`src/rtl/heading_pid_pkg.sv`:
```
// rtl/heading_pid_pkg.sv - shared widths, default gains and saturation helper for heading_pid
package heading_pid_pkg;

    localparam int HDG_W   = 12;
    localparam int FRWRD_W = 10;
    localparam int ERR_W   = 10;
    localparam int DDIFF_W = 7;
    localparam int INTG_W  = 16;
    localparam int TERM_W  = 14;
    localparam int SPD_W   = 11;

    localparam logic signed [3:0] P_COEFF_DEF = 4'sh3;
    localparam logic signed [5:0] D_COEFF_DEF = 6'sh0E;

    // Clamp a 16-bit signed value into the signed range of a w-bit number.
    // The result is still 16 bits wide; callers size-cast it down to w bits.
    function automatic logic signed [15:0] sat_s(input logic signed [15:0] v, input int w);
        logic signed [15:0] hi;
        logic signed [15:0] lo;
        hi = 16'sh7FFF >>> (16 - w);
        lo = ~hi;
        if (v > hi) begin
            return hi;
        end else if (v < lo) begin
            return lo;
        end
        return v;
    endfunction

endpackage

```
`src/rtl/pid_dterm.sv`:
```
// rtl/pid_dterm.sv - error history queue, saturated error difference and derivative gain
module pid_dterm
    import heading_pid_pkg::*;
#(
    parameter logic signed [5:0] D_COEFF = D_COEFF_DEF,
    parameter int                DEPTH   = 2
) (
    input  logic              clk,
    input  logic              rst_n,
    input  logic              err_vld,
    input  logic [ERR_W-1:0]  err_sat,
    output logic [TERM_W-1:0] d_term
);

    logic [ERR_W-1:0]   hist_q [DEPTH];
    logic [ERR_W-1:0]   hist_d [DEPTH];
    logic [ERR_W-1:0]   oldest;
    logic [15:0]        diff;
    logic [DDIFF_W-1:0] d_diff;

    // Shift the current error in on every sample strobe; slot DEPTH-1 is the oldest.
    always_comb begin
        for (int i = 0; i < DEPTH; i++) begin
            hist_d[i] = hist_q[i];
        end
        if (err_vld) begin
            hist_d[0] = err_sat;
            for (int i = 1; i < DEPTH; i++) begin
                hist_d[i] = hist_q[i-1];
            end
        end
    end

    // History registers.
    always_ff @(posedge clk or negedge rst_n) begin
        if (!rst_n) begin
            for (int i = 0; i < DEPTH; i++) begin
                hist_q[i] <= '0;
            end
        end else begin
            for (int i = 0; i < DEPTH; i++) begin
                hist_q[i] <= hist_d[i];
            end
        end
    end

    // Difference against the oldest sample, clamped to 7 bits, then scaled by the gain.
    always_comb begin
        oldest = hist_q[DEPTH-1];
        diff   = {{6{err_sat[ERR_W-1]}}, err_sat} - {{6{oldest[ERR_W-1]}}, oldest};
        d_diff = DDIFF_W'(sat_s(diff, DDIFF_W));
        d_term = {{(TERM_W-DDIFF_W){d_diff[DDIFF_W-1]}}, d_diff} * {{(TERM_W-6){D_COEFF[5]}}, D_COEFF};
    end

endmodule

```
`src/rtl/heading_pid.sv`:
```
// rtl/heading_pid.sv - saturated PID heading loop driving left/right wheel speeds; D path under HEADING_PID_DTERM_EN
module heading_pid
    import heading_pid_pkg::*;
#(
    parameter logic signed [3:0] P_COEFF       = P_COEFF_DEF,
    parameter logic signed [5:0] D_COEFF       = D_COEFF_DEF,
    parameter int                D_QUEUE_DEPTH = 2
) (
    input  logic                      clk,
    input  logic                      rst_n,
    input  logic                      moving,
    input  logic                      err_vld,
    input  logic signed [HDG_W-1:0]   dsrd_hdg,
    input  logic signed [HDG_W-1:0]   actl_hdg,
    input  logic        [FRWRD_W-1:0] frwrd,
    output logic signed [SPD_W-1:0]   lft_spd,
    output logic signed [SPD_W-1:0]   rght_spd
);

    logic        [HDG_W-1:0]  err;
    logic        [ERR_W-1:0]  err_sat_d, err_sat_q;
    logic        [INTG_W-1:0] intg_d, intg_q;
    logic        [INTG_W-1:0] intg_sum;
    logic                     intg_ovf;
    logic        [TERM_W-1:0] p_term, i_term, d_term;
    logic signed [TERM_W-1:0] pid;
    logic        [SPD_W-1:0]  corr;
    logic        [SPD_W:0]    lft_sum, rght_sum;
    logic        [SPD_W-1:0]  lft_spd_d, lft_spd_q;
    logic        [SPD_W-1:0]  rght_spd_d, rght_spd_q;

    // Heading error wraps in 12 bits (heading is circular), then clamps to 10 bits.
    always_comb begin
        err       = actl_hdg - dsrd_hdg;
        err_sat_d = ERR_W'(sat_s({{4{err[HDG_W-1]}}, err}, ERR_W));
    end

    // Integrator: clear when stopped, otherwise accumulate on a sample unless the add overflows.
    always_comb begin
        intg_sum = intg_q + {{(INTG_W-ERR_W){err_sat_q[ERR_W-1]}}, err_sat_q};
        intg_ovf = (intg_q[INTG_W-1] == err_sat_q[ERR_W-1]) &&
                   (intg_sum[INTG_W-1] != intg_q[INTG_W-1]);
        intg_d   = intg_q;
        if (!moving) begin
            intg_d = '0;
        end else if (err_vld && !intg_ovf) begin
            intg_d = intg_sum;
        end
    end

`ifdef HEADING_PID_DTERM_EN
    pid_dterm #(
        .D_COEFF (D_COEFF),
        .DEPTH   (D_QUEUE_DEPTH)
    ) u_dterm (
        .clk     (clk),
        .rst_n   (rst_n),
        .err_vld (err_vld),
        .err_sat (err_sat_q),
        .d_term  (d_term)
    );
`else
    // No derivative path; the tie-off still references the D parameters so both builds share one parameter list.
    localparam int D_TIE = D_QUEUE_DEPTH * 0 + int'(D_COEFF) * 0;
    assign d_term = TERM_W'(D_TIE);
`endif

    // Sum the terms, drop 3 fraction bits, and steer the correction differentially onto the wheels.
    always_comb begin
        p_term     = {{(TERM_W-ERR_W){err_sat_q[ERR_W-1]}}, err_sat_q} * {{(TERM_W-4){P_COEFF[3]}}, P_COEFF};
        i_term     = {{4{intg_q[INTG_W-1]}}, intg_q[INTG_W-1:6]};
        pid        = p_term + i_term + d_term;
        corr       = SPD_W'(pid >>> 3);
        lft_sum    = {2'b00, frwrd} + {corr[SPD_W-1], corr};
        rght_sum   = {2'b00, frwrd} - {corr[SPD_W-1], corr};
        lft_spd_d  = '0;
        rght_spd_d = '0;
        if (moving) begin
            lft_spd_d  = SPD_W'(sat_s({{4{lft_sum[SPD_W]}}, lft_sum}, SPD_W));
            rght_spd_d = SPD_W'(sat_s({{4{rght_sum[SPD_W]}}, rght_sum}, SPD_W));
        end
    end

    // Pipeline and state registers.
    always_ff @(posedge clk or negedge rst_n) begin
        if (!rst_n) begin
            err_sat_q  <= '0;
            intg_q     <= '0;
            lft_spd_q  <= '0;
            rght_spd_q <= '0;
        end else begin
            err_sat_q  <= err_sat_d;
            intg_q     <= intg_d;
            lft_spd_q  <= lft_spd_d;
            rght_spd_q <= rght_spd_d;
        end
    end

    assign lft_spd  = lft_spd_q;
    assign rght_spd = rght_spd_q;

endmodule
```
`config.mk`:
```
export PLATFORM = sky130hd
export DESIGN_NAME = heading_pid
export DESIGN_NICKNAME = d
export VERILOG_FILES = /design/src/rtl/heading_pid_pkg.sv /design/src/rtl/pid_dterm.sv /design/src/rtl/heading_pid.sv
export SDC_FILE = /design/constraint.sdc
export NUM_CORES = 1
export LEC_CHECK = 0
export BUFFER_PORTS_ARGS = -buffer_cell sky130_fd_sc_hd__buf_2
export CAP_MARGIN = 20
export CORE_AREA = 3 3 83 105
export DETAILED_ROUTE_END_ITERATION = 10
export DIE_AREA = 0 0 86 108
export PLACE_DENSITY = 0.8
export SLEW_MARGIN = 20
export SYNTH_ARGS = -nofsm -noshare
export SYNTH_HDL_FRONTEND = slang
export SYNTH_SLANG_ARGS = --single-unit
```
`constraint.sdc`:
```
create_clock -name clk -period 6.2 [get_ports clk]
set_clock_uncertainty 0.1 [all_clocks]
set_input_delay 0.31 -clock clk [delete_from_list [all_inputs] [get_ports clk]]
set_output_delay 0.31 -clock clk [all_outputs]
set_load 0.01 [all_outputs]
```
==> impl_metrics.py <==
metrics = {
    "layout": {
        "fin_util_pct": 64.8,
        "fillers": 666,
        "seqCellArea_mm2": 0.00120,
        "nNetsFinal": 681,
        "n_antenna_cell": 0,
        "final_common_cell": "ha_1",
        "drive_above_1_share_pct": 15.1,
        "multi_input_area_mm2": 0.00318,
        "final_cell_mix": "ha_1, buf_2, dfrtp_1, inv_1, nor2_1",
        "area_delta_synth_final_pct": 9.94,
    },
    "synth": {
        "synth_compound_area_share_pct": 24.4,
        "synth_top_family_by_area": "compound AO/OA/AOI/OAI gates",
        "synth_mux_area_share_pct": 0.871,
        "yosys_most_used_dff": "dfrtp_1",
        "syn_nets": 625,
        "syn_area_per_cell_um2": 8.94,
        "synth_cells": 514,
        "synth_cell_type_count": 60,
        "synth-seq-cells": 48,
        "yosys.area_share.simple_pct": 14.2,
        "synthAdderAreaFrac_pct": 22.0,
        "async_flop_share_pct": 100,
        "mappedNetlistArea_mm2": 0.00459,
        "yosys_warnings": 0,
        "synthXorXnorAreaFrac_pct": 7.63,
        "synth_edf_count": 0,
        "ys_seq_area_share_pct": 26.1,
    },
    "timing": {
        "rsz0062_at_grt": "false",
        "slew_violations": 0,
        "timing.final.ws_setup_ps": 1230,
        "timing.final.crit_share_pct": 80.2,
        "tightest_slew_ps": 983,
        "timing.fmax_mhz": 201,
        "post-route-min-period_ps": 4970,
        "finalSetupViolCount": 0,
        "hold_viol": 0,
        "hold_ws_ps": 206,
        "tns_ps": 0,
        "maxSlewHeadroom_pct": 33.6,
    },
    "detailed_routing": {
        "ant_nets": 0,
        "routed_via_density": 6.09,
        "dr.pass1.iters": 4,
        "drc_errors": 0,
        "drt_iter0_markers": 166,
        "wl_mm": 10.3,
        "num_vias": 4049,
        "routedWlPerCell_um": 15.5,
    },
    "hold_path": {
        "min-delay-path-class": "input pin to flip-flop",
    },
    "floorplan": {
        "rows": 36,
        "die_w_um": 86,
        "pin_count": 60,
        "die_h_um": 108,
        "dieArea_mm2": 0.00929,
        "initial_core_util_pct": 59.0,
        "design.core.area_mm2": 0.00779,
    },
    "global_routing": {
        "grt_first_pass_wirelength_mm": 17.6,
        "grt_use_total_pct": 23.3,
        "gr-total-overflow": 0,
        "antenna_found_initial": 0,
        "grt_max_degree": 49,
        "grt_pass1_vias": 4097,
    },
    "critical_path": {
        "critPathLaunchType": "flip-flop",
        "slowest_delay_ps": 520,
        "required_ps": 6260,
        "worstSetupEndpointType": "flip-flop",
        "cpMaxStageDelayCell": "a2111oi_0",
        "crit_chain": "fa_1, ha_1, a41o_1, o221ai_1, o21ai_0, nor2_1, nor2b_1, nor2_1, xnor2_1, ha_1, inv_1, a2111oi_0, a2111oi_0, nor3_1, nand2_1, o21ai_2, a31oi_1",
        "critPathArrivalTime_ps": 5040,
        "critical_path_class": "flip-flop to flip-flop",
        "cp_max_fo": 10,
    },
    "clock_tree": {
        "insertion_delay_ps": 310,
        "cts_tree": "yes",
        "post_cts_buffers": 0,
        "numCtsBuffers": 5,
        "cts.repair.resized": 0,
        "cts.sinks": 48,
        "path_clk_slew_ps": 90,
        "cts_root_buffer": "clkbuf_8",
        "clockBufferDepth": 2,
        "ctsHtreeMaxLevel": 2,
    },
    "place": {
        "post-place-ws_ps": 1280,
        "io_buffers": 59,
        "gp_congestion": 1.03,
        "dp_hpwl_mm": 8.33,
    },
    "run": {
        "cap_violations": 0,
    },
    "outcome": {
        "status": "finished clean",
    },
}
## cell families (layout without fill, tap and decap cells)
kind of cell	Yosys count	count (layout)
XOR/XNOR	40	40
multiplexers	4	4
buffers and inverters	54	110
adder cells (fa/ha/maj)	73	73
AND/OR/NAND/NOR	133	133
AO/OA/AOI/OAI	162	162
flip-flops	48	48
## state kept, by name, indices dropped and copies added, names as in the netlist
signal / cells
err_sat_q: 10
intg_q: 16
lft_spd: 11
rght_spd: 11
## final cells by class
| type | instances | share of cell area (%) |
|---|---|---|
| clock buffers | 5 | 1.36 |
| clock inverters | 2 | 0.248 |
| inverters | 42 | 3.12 |
| multi-input cells | 412 | 62.9 |
| flip-flops and latches | 48 | 23.8 |
| well taps | 95 | 2.35 |
| repair buffers | 61 | 6.24 |
## critical path: cells and delay by family (launching register included)
| kind | cells | cell delay (ps) |
|---|---|---|
| compound gates | 7 | 1830 |
| fa+ha+maj | 3 | 1210 |
| simple gates | 5 | 970 |
| flops | 1 | 470 |
| xor+xnor | 1 | 130 |
| buf+inv | 1 | 110 |
## synthesized netlist by cell type, types with 8 or more instances
library cell | instances | area, um^2
clkbuf_1 | 8 | 30.0
o21ai_0 | 30 | 150
inv_1 | 42 | 158
a31oi_1 | 21 | 131
fa_1 | 13 | 260
nand3_1 | 19 | 95.1
a21o_1 | 13 | 97.6
ha_1 | 60 | 751
nor2_1 | 39 | 146
a21oi_1 | 28 | 140
dfrtp_1 | 48 | 1200
nor3_1 | 15 | 75.1
nand2_1 | 24 | 90.1
xnor2_1 | 23 | 201
xor2_1 | 17 | 149
o31ai_1 | 12 | 90.1
## what timing repair did
item	CTS	global route
hold buffers	0	1
endpoints found under the hold margin	0	48
setup endpoints to repair	0	0
## stage by stage
stage,std cells,instance area [um^2]
2_1_floorplan,514,4590
3_3_place_gp,657,4960
6_report,665,5050
4_1_cts,664,5040
5_1_grt,665,5050
3_5_place_dp,657,4960
## routing by layer
| layer | wire length, um | GRT usage, % | part of all wire, % |
|---|---|---|---|
| met1 | 3920 | 24.5 | 38 |
| met2 | 5650 | 45.4 | 55 |
| met3 | 418 | 2.36 | 4.0 |
| met4 | 335 | 11.1 | 3.2 |
| met5 | 0 | 0 | 0 |
## final timing paths
kind	endpoint	slack [ps]	from	cells after the start
min in group asynchronous	rght_spd[8]	470	rst_n	2
max reg2reg	rght_spd[0]	1230	err_sat_q[1]	17
min reg2reg	intg_q[5]	430	intg_q[5]	2
max in group asynchronous	intg_q[11]	5120	rst_n	2
max	rght_spd[0]	1230	err_sat_q[1]	17
min	err_sat_q[0]	210	dsrd_hdg[0]	3
Power is left out: the tool's default activity adds up to more than one toggle a clock period on the data nets, which glitch-free logic cannot reach.
